File: src/rtl/trap_pkg.sv
`default_nettype none
// ============================================================================
// Module   : trap_pkg
// Purpose  : Shared definitions for the machine-mode trap controller:
//            sequencer state encoding, CSR addresses, mstatus/mie bit
//            positions and interrupt cause codes.
// Revision : 1.0 - initial release
// ============================================================================
package trap_pkg;

    typedef enum logic [2:0] {
        ST_IDLE      = 3'd0,
        ST_W_MEPC    = 3'd1,
        ST_W_MCAUSE  = 3'd2,
        ST_W_MSTATUS = 3'd3,
        ST_R_MSTATUS = 3'd4,
        ST_REDIRECT  = 3'd5
    } trap_state_e;

    // CSR addresses
    localparam logic [11:0] c_csr_mstatus = 12'h300;
    localparam logic [11:0] c_csr_mie     = 12'h304;
    localparam logic [11:0] c_csr_mtvec   = 12'h305;
    localparam logic [11:0] c_csr_mepc    = 12'h341;
    localparam logic [11:0] c_csr_mcause  = 12'h342;
    localparam logic [11:0] c_csr_mip     = 12'h344;

    // mstatus bit positions
    localparam int c_mstatus_mie    = 3;
    localparam int c_mstatus_mpie   = 7;
    localparam int c_mstatus_mpp_lo = 11;
    localparam int c_mstatus_mpp_hi = 12;

    // mie enable bit positions
    localparam int c_mie_msie = 3;
    localparam int c_mie_mtie = 7;
    localparam int c_mie_meie = 11;

    // Interrupt cause codes
    localparam logic [4:0] c_cause_msi = 5'd3;
    localparam logic [4:0] c_cause_mti = 5'd7;
    localparam logic [4:0] c_cause_mei = 5'd11;

endpackage : trap_pkg
`default_nettype wire

File: src/rtl/trap_prio_enc.sv
`default_nettype none
// ============================================================================
// Module   : trap_prio_enc
// Purpose  : Combinational interrupt priority encoder (MEI > MSI > MTI).
// Ports    : irq_i      - level interrupt lines [0]=MEI [1]=MSI [2]=MTI
//            mie_i      - mie CSR value
//            mie_glob_i - mstatus.MIE
//            pending_o  - an enabled interrupt is pending
//            cause_o    - cause code of the highest-priority one
// Revision : 1.0 - initial release
// ============================================================================
module trap_prio_enc
    import trap_pkg::*;
#(
    parameter int DW = 32
) (
    input  logic [2:0]    irq_i,
    input  logic [DW-1:0] mie_i,
    input  logic          mie_glob_i,
    output logic          pending_o,
    output logic [4:0]    cause_o
);

    always_comb begin
        pending_o = 1'b0;
        cause_o   = 5'd0;
        if (mie_glob_i) begin
            if (irq_i[0] && mie_i[c_mie_meie]) begin
                pending_o = 1'b1;
                cause_o   = c_cause_mei;
            end else if (irq_i[1] && mie_i[c_mie_msie]) begin
                pending_o = 1'b1;
                cause_o   = c_cause_msi;
            end else if (irq_i[2] && mie_i[c_mie_mtie]) begin
                pending_o = 1'b1;
                cause_o   = c_cause_mti;
            end
        end
    end

    // Only three enable bits matter here.
    logic w_unused_mie;
    assign w_unused_mie = ^{mie_i[DW-1:12], mie_i[10:8], mie_i[6:4], mie_i[2:0]};

endmodule : trap_prio_enc
`default_nettype wire

File: src/rtl/trap_ctrl.sv
`default_nettype none
// ============================================================================
// Module   : trap_ctrl
// Purpose  : Machine-mode interrupt entry / mret return sequencer. Owns the
//            single CSR write port, arbitrating between pipeline CSR writes
//            and its own mepc/mcause/mstatus writes, and issues the pipeline
//            flush and the one-cycle PC redirect.
// Ports    : irq_i, mstatus_i, mie_i, mtvec_i, mepc_i - interrupt/CSR state
//            pc_i, pc_valid_i, mret_i                - execute-stage info
//            pipe_csr_*_i / pipe_csr_stall_o         - pipeline write port
//            csr_we_o, csr_addr_o, csr_wdata_o       - CSR file write port
//            flush_o, redirect_o, redirect_pc_o      - fetch control
//            busy_o                                  - sequence in progress
// Config   : TRAP_CTRL_VECTORED_EN - enables vectored mtvec mode (2'b01).
// Revision : 1.0 - initial release
// ============================================================================
module trap_ctrl
    import trap_pkg::*;
#(
    parameter int DW    = 32,
    parameter int ADDRW = 12
) (
    input  logic             clk_i,
    input  logic             rst_ni,
    input  logic [2:0]       irq_i,
    input  logic [DW-1:0]    mstatus_i,
    input  logic [DW-1:0]    mie_i,
    input  logic [DW-1:0]    mtvec_i,
    input  logic [DW-1:0]    mepc_i,
    input  logic [DW-1:0]    pc_i,
    input  logic             pc_valid_i,
    input  logic             mret_i,
    input  logic             pipe_csr_we_i,
    input  logic [ADDRW-1:0] pipe_csr_addr_i,
    input  logic [DW-1:0]    pipe_csr_wdata_i,
    output logic             pipe_csr_stall_o,
    output logic             csr_we_o,
    output logic [ADDRW-1:0] csr_addr_o,
    output logic [DW-1:0]    csr_wdata_o,
    output logic             flush_o,
    output logic             redirect_o,
    output logic [DW-1:0]    redirect_pc_o,
    output logic             busy_o
);

    trap_state_e      state_q;
    logic [4:0]       cause_q;
    logic [DW-1:0]    target_q;
    logic [DW-1:0]    mstatus_q;
    logic [DW-1:0]    mepc_q;
    logic             seq_we_q;
    logic [ADDRW-1:0] seq_addr_q;
    logic [DW-1:0]    seq_wdata_q;
    logic             redirect_q;
    logic [DW-1:0]    redirect_pc_q;

    logic          w_pending;
    logic [4:0]    w_cause;
    logic [DW-1:0] w_handler;
    logic          w_idle;
    logic          w_take_irq;
    logic          w_take_mret;
    logic          w_pass;

    trap_prio_enc #(.DW(DW)) u_prio_enc (
        .irq_i      (irq_i),
        .mie_i      (mie_i),
        .mie_glob_i (mstatus_i[c_mstatus_mie]),
        .pending_o  (w_pending),
        .cause_o    (w_cause)
    );

    // Handler target, computed from the live mtvec and latched at take time.
    logic [DW-1:0] w_base;
    assign w_base = {mtvec_i[DW-1:2], 2'b00};

`ifdef TRAP_CTRL_VECTORED_EN
    logic [DW-1:0] w_vec_off;
    assign w_vec_off = {{(DW-7){1'b0}}, w_cause, 2'b00};
    assign w_handler = (mtvec_i[1:0] == 2'b01) ? (w_base + w_vec_off) : w_base;
`else
    logic w_unused_mode;
    assign w_unused_mode = ^mtvec_i[1:0];
    assign w_handler     = w_base;
`endif

    // mstatus on trap entry: MPIE <- MIE, MIE <- 0, MPP <- M.
    function automatic logic [DW-1:0] f_entry_mstatus(input logic [DW-1:0] s);
        logic [DW-1:0] r;
        r                                     = s;
        r[c_mstatus_mpie]                     = s[c_mstatus_mie];
        r[c_mstatus_mie]                      = 1'b0;
        r[c_mstatus_mpp_hi:c_mstatus_mpp_lo]  = 2'b11;
        return r;
    endfunction

    // mstatus on mret: MIE <- MPIE, MPIE <- 1, MPP <- M.
    function automatic logic [DW-1:0] f_ret_mstatus(input logic [DW-1:0] s);
        logic [DW-1:0] r;
        r                                     = s;
        r[c_mstatus_mie]                      = s[c_mstatus_mpie];
        r[c_mstatus_mpie]                     = 1'b1;
        r[c_mstatus_mpp_hi:c_mstatus_mpp_lo]  = 2'b11;
        return r;
    endfunction

    assign w_idle      = (state_q == ST_IDLE);
    assign w_take_mret = w_idle && pc_valid_i && mret_i;
    assign w_take_irq  = w_idle && pc_valid_i && !mret_i && w_pending;
    assign w_pass      = w_idle && !w_take_mret && !w_take_irq;

    // The sequencer's write for each state is prepared on the transition
    // into that state, so the CSR write port sees registered values.
    always_ff @(posedge clk_i or negedge rst_ni) begin
        if (!rst_ni) begin
            state_q       <= ST_IDLE;
            cause_q       <= 5'd0;
            target_q      <= '0;
            mstatus_q     <= '0;
            mepc_q        <= '0;
            seq_we_q      <= 1'b0;
            seq_addr_q    <= '0;
            seq_wdata_q   <= '0;
            redirect_q    <= 1'b0;
            redirect_pc_q <= '0;
        end else begin
            seq_we_q      <= 1'b0;
            seq_addr_q    <= '0;
            seq_wdata_q   <= '0;
            redirect_q    <= 1'b0;
            redirect_pc_q <= '0;
            case (state_q)
                ST_IDLE: begin
                    if (w_take_mret || w_take_irq) begin
                        cause_q   <= w_cause;
                        target_q  <= w_handler;
                        mstatus_q <= mstatus_i;
                        mepc_q    <= mepc_i;
                        seq_we_q  <= 1'b1;
                    end
                    if (w_take_mret) begin
                        state_q     <= ST_R_MSTATUS;
                        seq_addr_q  <= ADDRW'(c_csr_mstatus);
                        seq_wdata_q <= f_ret_mstatus(mstatus_i);
                    end else if (w_take_irq) begin
                        state_q     <= ST_W_MEPC;
                        seq_addr_q  <= ADDRW'(c_csr_mepc);
                        seq_wdata_q <= pc_i;
                    end
                end
                ST_W_MEPC: begin
                    state_q     <= ST_W_MCAUSE;
                    seq_we_q    <= 1'b1;
                    seq_addr_q  <= ADDRW'(c_csr_mcause);
                    seq_wdata_q <= {1'b1, {(DW-6){1'b0}}, cause_q};
                end
                ST_W_MCAUSE: begin
                    state_q     <= ST_W_MSTATUS;
                    seq_we_q    <= 1'b1;
                    seq_addr_q  <= ADDRW'(c_csr_mstatus);
                    seq_wdata_q <= f_entry_mstatus(mstatus_q);
                end
                ST_W_MSTATUS: begin
                    state_q       <= ST_REDIRECT;
                    redirect_q    <= 1'b1;
                    redirect_pc_q <= target_q;
                end
                ST_R_MSTATUS: begin
                    state_q       <= ST_REDIRECT;
                    redirect_q    <= 1'b1;
                    redirect_pc_q <= mepc_q;
                end
                ST_REDIRECT: begin
                    state_q <= ST_IDLE;
                end
                default: begin
                    state_q <= ST_IDLE;
                end
            endcase
        end
    end

    // Pipeline writes only reach the CSR file in IDLE without a take; the
    // address/data are zeroed when no write is requested.
    assign csr_we_o         = w_pass ? pipe_csr_we_i : seq_we_q;
    assign csr_addr_o       = w_pass ? (pipe_csr_we_i ? pipe_csr_addr_i : '0) : seq_addr_q;
    assign csr_wdata_o      = w_pass ? (pipe_csr_we_i ? pipe_csr_wdata_i : '0) : seq_wdata_q;
    assign pipe_csr_stall_o = w_pass ? 1'b0 : pipe_csr_we_i;
    assign flush_o          = !w_idle || w_take_irq || w_take_mret;
    assign busy_o           = !w_idle;
    assign redirect_o       = redirect_q;
    assign redirect_pc_o    = redirect_pc_q;

endmodule : trap_ctrl
`default_nettype wire

File: config.mk
export PLATFORM = sky130hd
export DESIGN_NAME = trap_ctrl
export DESIGN_NICKNAME = d
export VERILOG_FILES = /design/src/rtl/trap_pkg.sv /design/src/rtl/trap_prio_enc.sv /design/src/rtl/trap_ctrl.sv
export SDC_FILE = /design/constraint.sdc
export NUM_CORES = 1
export LEC_CHECK = 0
export ABC_AREA = 1
export BUFFER_PORTS_ARGS = -buffer_cell sky130_fd_sc_hd__buf_2
export CAP_MARGIN = 25
export CORE_MARGIN = 2
export CORE_UTILIZATION = 45
export CTS_BUF_LIST = sky130_fd_sc_hd__clkbuf_4 sky130_fd_sc_hd__clkbuf_8 sky130_fd_sc_hd__clkbuf_16
export CTS_CLUSTER_DIAMETER = 50
export DETAILED_ROUTE_END_ITERATION = 8
export GPL_ROUTABILITY_DRIVEN = 0
export PLACE_DENSITY = 0.82
export SLEW_MARGIN = 0
export SYNTH_ARGS = -nofsm -noshare
export SYNTH_HDL_FRONTEND = slang
export SYNTH_HIERARCHICAL = 1
export SYNTH_SLANG_ARGS = --single-unit
File: constraint.sdc
create_clock -name clk_i -period 4.6 [get_ports clk_i]
set_clock_uncertainty 0.1 [all_clocks]
set_input_delay 1.15 -clock clk_i [delete_from_list [all_inputs] [get_ports clk_i]]
set_output_delay 1.15 -clock clk_i [all_outputs]
set_load 0.1 [all_outputs]
Word level (Yosys, flattened, before mapping)
Cells that the tools add are included.
Widths: inputs -> output; s select.
{"block": "word_totals", "register_bits": 180, "in_bits": 212, "word_cells": 62, "output_inout_bits": 81}
{"block": "classes", "muxes": 27, "n_reduce_logical": 20, "n_eq_ne": 5}
{"cell": "$mux 32", "count": 4}
{"cell": "$pmux 32 s3", "count": 1}
{"cell": "$pmux 32 s2", "count": 1}
{"cell": "$pmux 10 s3", "count": 1}
{"cell": "$mux 12", "count": 2}
{"cell": "$mux 10", "count": 2}
{"cell": "$mux 5", "count": 3}
{"cell": "$pmux 3 s4", "count": 1}
{"cell": "$logic_and 1x1->1", "count": 9}
{"cell": "$mux 3", "count": 3}
{"cell": "$mux 1", "count": 8}
{"cell": "$eq 3x2->1 const B", "count": 2}
{"cell": "$logic_not 1->1", "count": 4}
{"cell": "$reduce_or 2->1", "count": 2}
{"cell": "$eq 3x1->1 const B", "count": 1}
{"cell": "$eq 3x3->1 const B", "count": 1}
{"cell": "$logic_not 3->1", "count": 1}
{"cell": "$logic_or 1x1->1", "count": 3}
{"cell": "$ne 3x1->1 const B", "count": 1}
{"cell": "$pmux 1 s2", "count": 1}
{"cell": "$reduce_and 2->1", "count": 1}

Depth between registers and ports, before layout
{"block": "logic_depth", "ltp_word": 9, "mapped_depth": 12, "mapped_depth_nobuf": 10}

Modules after synthesis
The synthesis kept the hierarchy.
{"mod": "trap_ctrl", "n_inst": 1, "seq_area_each_um2": 4204.0, "cells_per_inst": 996, "area_per_inst_um2": 7752.4}
{"mod": "trap_prio_enc", "n_inst": 1, "seq_area_each_um2": 0.0, "cells_per_inst": 13, "area_per_inst_um2": 66.3}

Worst setup path before layout
No wires, ideal clock.
{"block": "synth_timing", "path_kind": "in2out", "startpoint": "in irq_i[0]", "endpoint": "out pipe_csr_stall_o", "path_buffers": 1, "path_slack_ns": -0.790, "arrival_ns": 4.140, "t_required_ns": 3.350, "path_stages": 9, "cell_sequence": "nand2_1 > nand2_1 > nand2_1 > nand2_1 > inv_1 > nor2_1 > a21oi_2 > buf_4 > a21boi_0"}
{"block": "synth_between", "elab_chain_len": 7}
{"item": "start: declaration", "line_no": "trap_ctrl.sv:25", "rtl": "input logic [2:0] irq_i,"}
{"item": "$logic_and 1x1->1", "line_no": "trap_prio_enc.sv:28", "rtl": "if (irq_i[0] && mie_i[c_mie_meie]) begin"}
{"item": "$mux 1", "line_no": "trap_prio_enc.sv:28"}
{"item": "$mux 1", "line_no": "trap_prio_enc.sv:27", "rtl": "if (mie_glob_i) begin"}
{"item": "net w_pending", "line_no": "trap_ctrl.sv:57", "rtl": "logic w_pending;"}
{"item": "$logic_and 1x1->1", "line_no": "trap_ctrl.sv:109", "rtl": "assign w_take_irq = w_idle && pc_valid_i && !mret_i && w_pending;"}
{"item": "$logic_not 1->1", "line_no": "trap_ctrl.sv:110", "rtl": "assign w_pass = w_idle && !w_take_mret && !w_take_irq;"}
{"item": "$logic_and 1x1->1", "line_no": "trap_ctrl.sv:110"}
{"item": "$mux 1", "line_no": "trap_ctrl.sv:188", "rtl": "assign pipe_csr_stall_o = w_pass ? 1'b0 : pipe_csr_we_i;"}
{"item": "end: declaration", "line_no": "trap_ctrl.sv:36", "rtl": "output logic pipe_csr_stall_o,"}
The timed path passes the listed nets, and every way through them passes these cells.

Worst setup path after layout
{"block": "layout_timing", "startpoint": "in irq_i[0]", "endpoint": "out csr_we_o"}
{"block": "layout_between", "elab_chain_len": 7}
{"item": "$logic_and 1x1->1", "line_no": "trap_prio_enc.sv:28"}
{"item": "$mux 1", "line_no": "trap_prio_enc.sv:28"}
{"item": "$mux 1", "line_no": "trap_prio_enc.sv:27"}
{"item": "net w_pending", "line_no": "trap_ctrl.sv:57"}
{"item": "$logic_and 1x1->1", "line_no": "trap_ctrl.sv:109"}
{"item": "$logic_not 1->1", "line_no": "trap_ctrl.sv:110"}
{"item": "$logic_and 1x1->1", "line_no": "trap_ctrl.sv:110"}
{"item": "$mux 1", "line_no": "trap_ctrl.sv:185", "rtl": "assign csr_we_o = w_pass ? pipe_csr_we_i : seq_we_q;"}
{"item": "end: declaration", "line_no": "trap_ctrl.sv:37", "rtl": "output logic csr_we_o,"}
The timed path passes the listed nets, and every way through them passes these cells.

==> impl_results.md <==
* Share of synthesized cell area in and, or, nand and nor gates at 35.2%
* Post-synthesis cell area at around 7800 sq um
* Vias in the first global route at ~7000
* Die Wd at approximately 140 um
* Height of the chip at between 100 and 150 um
* Maximum vdd ir drop at around 530 uV
* Post-synthesis to final-layout area growth at 27.0%
* Arr. time, crit path at just over 3 ns
* Outcome: finished, final reports clean
* Routed vias/inst at 5.03
* Top library cells by usage in the layout, fill and taps aside: nand2_1 (422), buf_2 (251), nand3_1 (202)
* Net switching power figure at 3.92 mW
* Clock power share at approximately a fifth
* Combined flip-flop and latch cell area at about 4200 sq um
* Share of final-layout standard cells stronger than drive strength 1 at 25.4%
* Worst slew margin at about a third
* Final instance count without filler cells at approximately 1500
* Fraction of the yosys area taken by sequential cells at ~54%
* # Max-Cap Violations at 0
* Final hold violation count at 0
* Most common cell after layout, fill and taps aside: nand2_1
* Multi-input gate area in the final layout at slightly below 3000 sq um
* Crit Reg-Reg Startpoint: state_q[0]$_DFFE_PN0P_
* List of cells traversed by the critical path: buf_2 -> nand2_1 -> nand2_1 -> nand2_1 -> nand2_1 -> inv_1 -> nor2_1 -> a21oi_4 -> nand2_2 -> buf_12 -> nand2_1 -> nand2_1 -> buf_2
* Number of max-slew violations in the final report at 0
* Switching part of the total power at 52.1%
* Main combinational cell family by area after synthesis: simple AND/OR/NAND/NOR gates
* Number of H-tree levels at 4
* Core region area at between 15000 and 20000 sq um
* Largest cells by area after synthesis: dfrtp_1 (54%), nand2_1 (20%), nand3_1 (13%)
* Clock transition time at the flip-flop clock pins of the worst setup and hold paths at 0.06 ns
* Maximum clock frequency at roughly 230 MHz
* Area share of the largest cell type after synthesis at a little over half
* Leakage power at about 5.9 nW
* Pre-Repair DR Iteration Count at 5
* Adder-cell share of the synthesized area at 0%
* Top Ports at ~300
* CTS tree: done
* Total CTS buffers at 17
* Final cell utilization of the core at roughly 58%
* Critical path depth at 13
* Largest net degree at the start of global routing at 101
* Count of input and output buffers at ~260
* Antenna Nets Post-Route at 0
* Synthesized net count at about 1200
* Count of routing violations after the opening detailed-route iteration at 415
* Wire length of the first global-routing pass at around 34000 um
* Routed wire length at roughly 22000 um
* Capturing point of the worst reg2reg path: mstatus_q[3]$_DFFE_PN0P_
* Internal power summed over all cells at about 3.6 mW
* Setup slack, reg-to-reg at 1.40 ns
* Overflow left after global routing at 0
* All-layer global routing usage at 23.9%
* Post-synthesis sequential element count at between 150 and 200
* Category of the critical setup timing path: in2out
* NumNets Final at between 1000 and 1500
* Relative contribution of combinational cells to total power at about half
* Post-synthesis compound-gate area fraction at under 10%
* Longest Clk Path Bufs at 2
* Effective utilization at floorplan at 45.7%
* Delay contributed by the slowest stage of the critical path at 0.42 ns
* Unrepaired setup endpoints after global routing: false
* CP top delay family: simple AND/OR/NAND/NOR gates
* Cell Count Post-Placement at around 1400
* Reg2reg path depth at 9
* Root buf cell: clkbuf_16
* Count of unresolved DRC violations after routing at 0
* Vias after detailed routing at about 7400
* Crit Path Max Fanout at between 40 and 50
* Number of hold-repair buffers added at the cts stage at 0
* Insertion delay of the later-clocked pin in the worst-skew pair at ~0.43 ns
* Die Outline Area at 18400 sq um
* Mux contribution to synthesized area at 0%
* Number of fill cells at 1567
* Termination of the worst setup path: csr_we_o
* Site Rows at between 40 and 50
* Sequential share of power at between 30% and 40%
* Number of distinct library cells after synthesis at 21
* Wirelength per Cell at between 10 and 15 um
* First element of the critical path: irq_i[0]
* Post-synth top area cell: dfrtp_1
* Post-cts sizing count at 0
* Required @ worst endpoint at 3.35 ns
* Number of warnings issued by yosys at 6
* Standard cell with the maximum stage delay on the critical path: buf_2
* Power density over the cells at ~760 nW/um^2
* Initial antenna violation count at 6
* Number of standard cells after synthesis at about 1000
* Most used cell, CP: nand2_1
* Slew at the pin closest to its max-slew limit at about 0.97 ns
* Area share of xor/xnor cells in the synthesized design at 0%
* Tcrit/Tclk final at about 94%
* TritonCTS sink count at between 150 and 200
* Endpoints failing setup at 0
* Worst hold margin at 0.385 ns
* Post-CTS setup buffer count at 0
* Avg Cell Area, Syn at about 7.7 sq um
* Kind of end point of the critical path: primary output
* Startpoint kind of the worst setup timing path: input pin
* Type of the tightest min-delay check: reg2reg
* Sum of buffers and inverters on the critical path at 4
* Post-DP HPWL at 14500 um
* Crit path time final at about 4.3 ns
[through the flow]
stage          power, mW  area (sq um)  TNS (ns)  worst slack (ns)
2_1_floorplan       5.31          7820     -1.13            -0.158
3_3_place_gp        6.00          9310         0             0.369
3_5_place_dp        6.08          9310         0             0.325
4_1_cts             7.56          9910         0             0.311
5_1_grt             7.93          9920         0             0.150
6_report            7.52          9930         0             0.294
[how the worst min path moves through the flow]
stage / from / end / slack [ns] / cells after the start
2_1_floorplan: mstatus_q[10]$_DFFE_PN0P_ / seq_wdata_q[10]$_DFF_PN0_ / 0.37 / 2
4_1_cts: mstatus_q[14]$_DFFE_PN0P_ / seq_wdata_q[14]$_DFF_PN0_ / 0.39 / 2
3_5_place_dp: mstatus_q[14]$_DFFE_PN0P_ / seq_wdata_q[14]$_DFF_PN0_ / 0.38 / 2
5_1_grt: mstatus_q[22]$_DFFE_PN0P_ / seq_wdata_q[22]$_DFF_PN0_ / 0.42 / 2
6_report: mstatus_q[14]$_DFFE_PN0P_ / seq_wdata_q[14]$_DFF_PN0_ / 0.39 / 2
3_3_place_gp: mstatus_q[21]$_DFFE_PN0P_ / seq_wdata_q[21]$_DFF_PN0_ / 0.37 / 2
[per-layer routing]
metal | wire [um] | GRT usage [%]
met5 | 36 | 0
met1 | 8940 | 31.1
met4 | 476 | 8.91
met3 | 1920 | 6.19
met2 | 10500 | 38.6
[cell type report]
cell class,count,area share [%]
antenna,5,0.126
clock buffer,17,4.29
clock inverter,15,1.85
inverter,88,3.33
multi-input combinational,682,29.7
sequential,168,42.3
tap,225,2.84
timing repair buffer,274,15.6
[cell usage after synthesis (all sizes together)]
library cell and count:
a21boi 1, a21oi 1, buf 49, clkbuf 22, conb 1, dfrtp 168
inv 88, nand2 425, nand3 203, nand4 3, nor2 16, o21ai 32
[kinds of logic (layout without fill, tap and decap cells)]
| family | count (synthesis) | count (layout) |
|---|---|---|
| simple gates | 647 | 647 |
| flops | 168 | 168 |
| buf+inv | 159 | 394 |
| compound gates | 34 | 34 |
| other cells | 1 | 6 |
[state kept, by name, summed over array words and instances, names as in the netlist]
register and flops:
mepc_q 32, target_q 30, mstatus_q 29, seq_addr_q 4, redirect_o 1, cause_q 5
state_q 3, seq_wdata_q 32, redirect_pc_o 32
[power by group through the flow]
stage / clock, mW / combinational (mW) / sequential (mW)
6_report: 1.47 / 3.73 / 2.33
5_1_grt: 1.56 / 3.98 / 2.39
4_1_cts: 1.49 / 3.74 / 2.33
3_5_place_dp: 0 / 3.73 / 2.35
3_3_place_gp: 0 / 3.68 / 2.32
2_1_floorplan: 0 / 2.45 / 2.85
[tightest hold or removal path, cell delays in order (launching register included)]
cell     delay, ns
dfrtp_1       0.34
nand2_1       0.05
nand3_1       0.07
No activity file was read; power rests on OpenSTA's default activity.
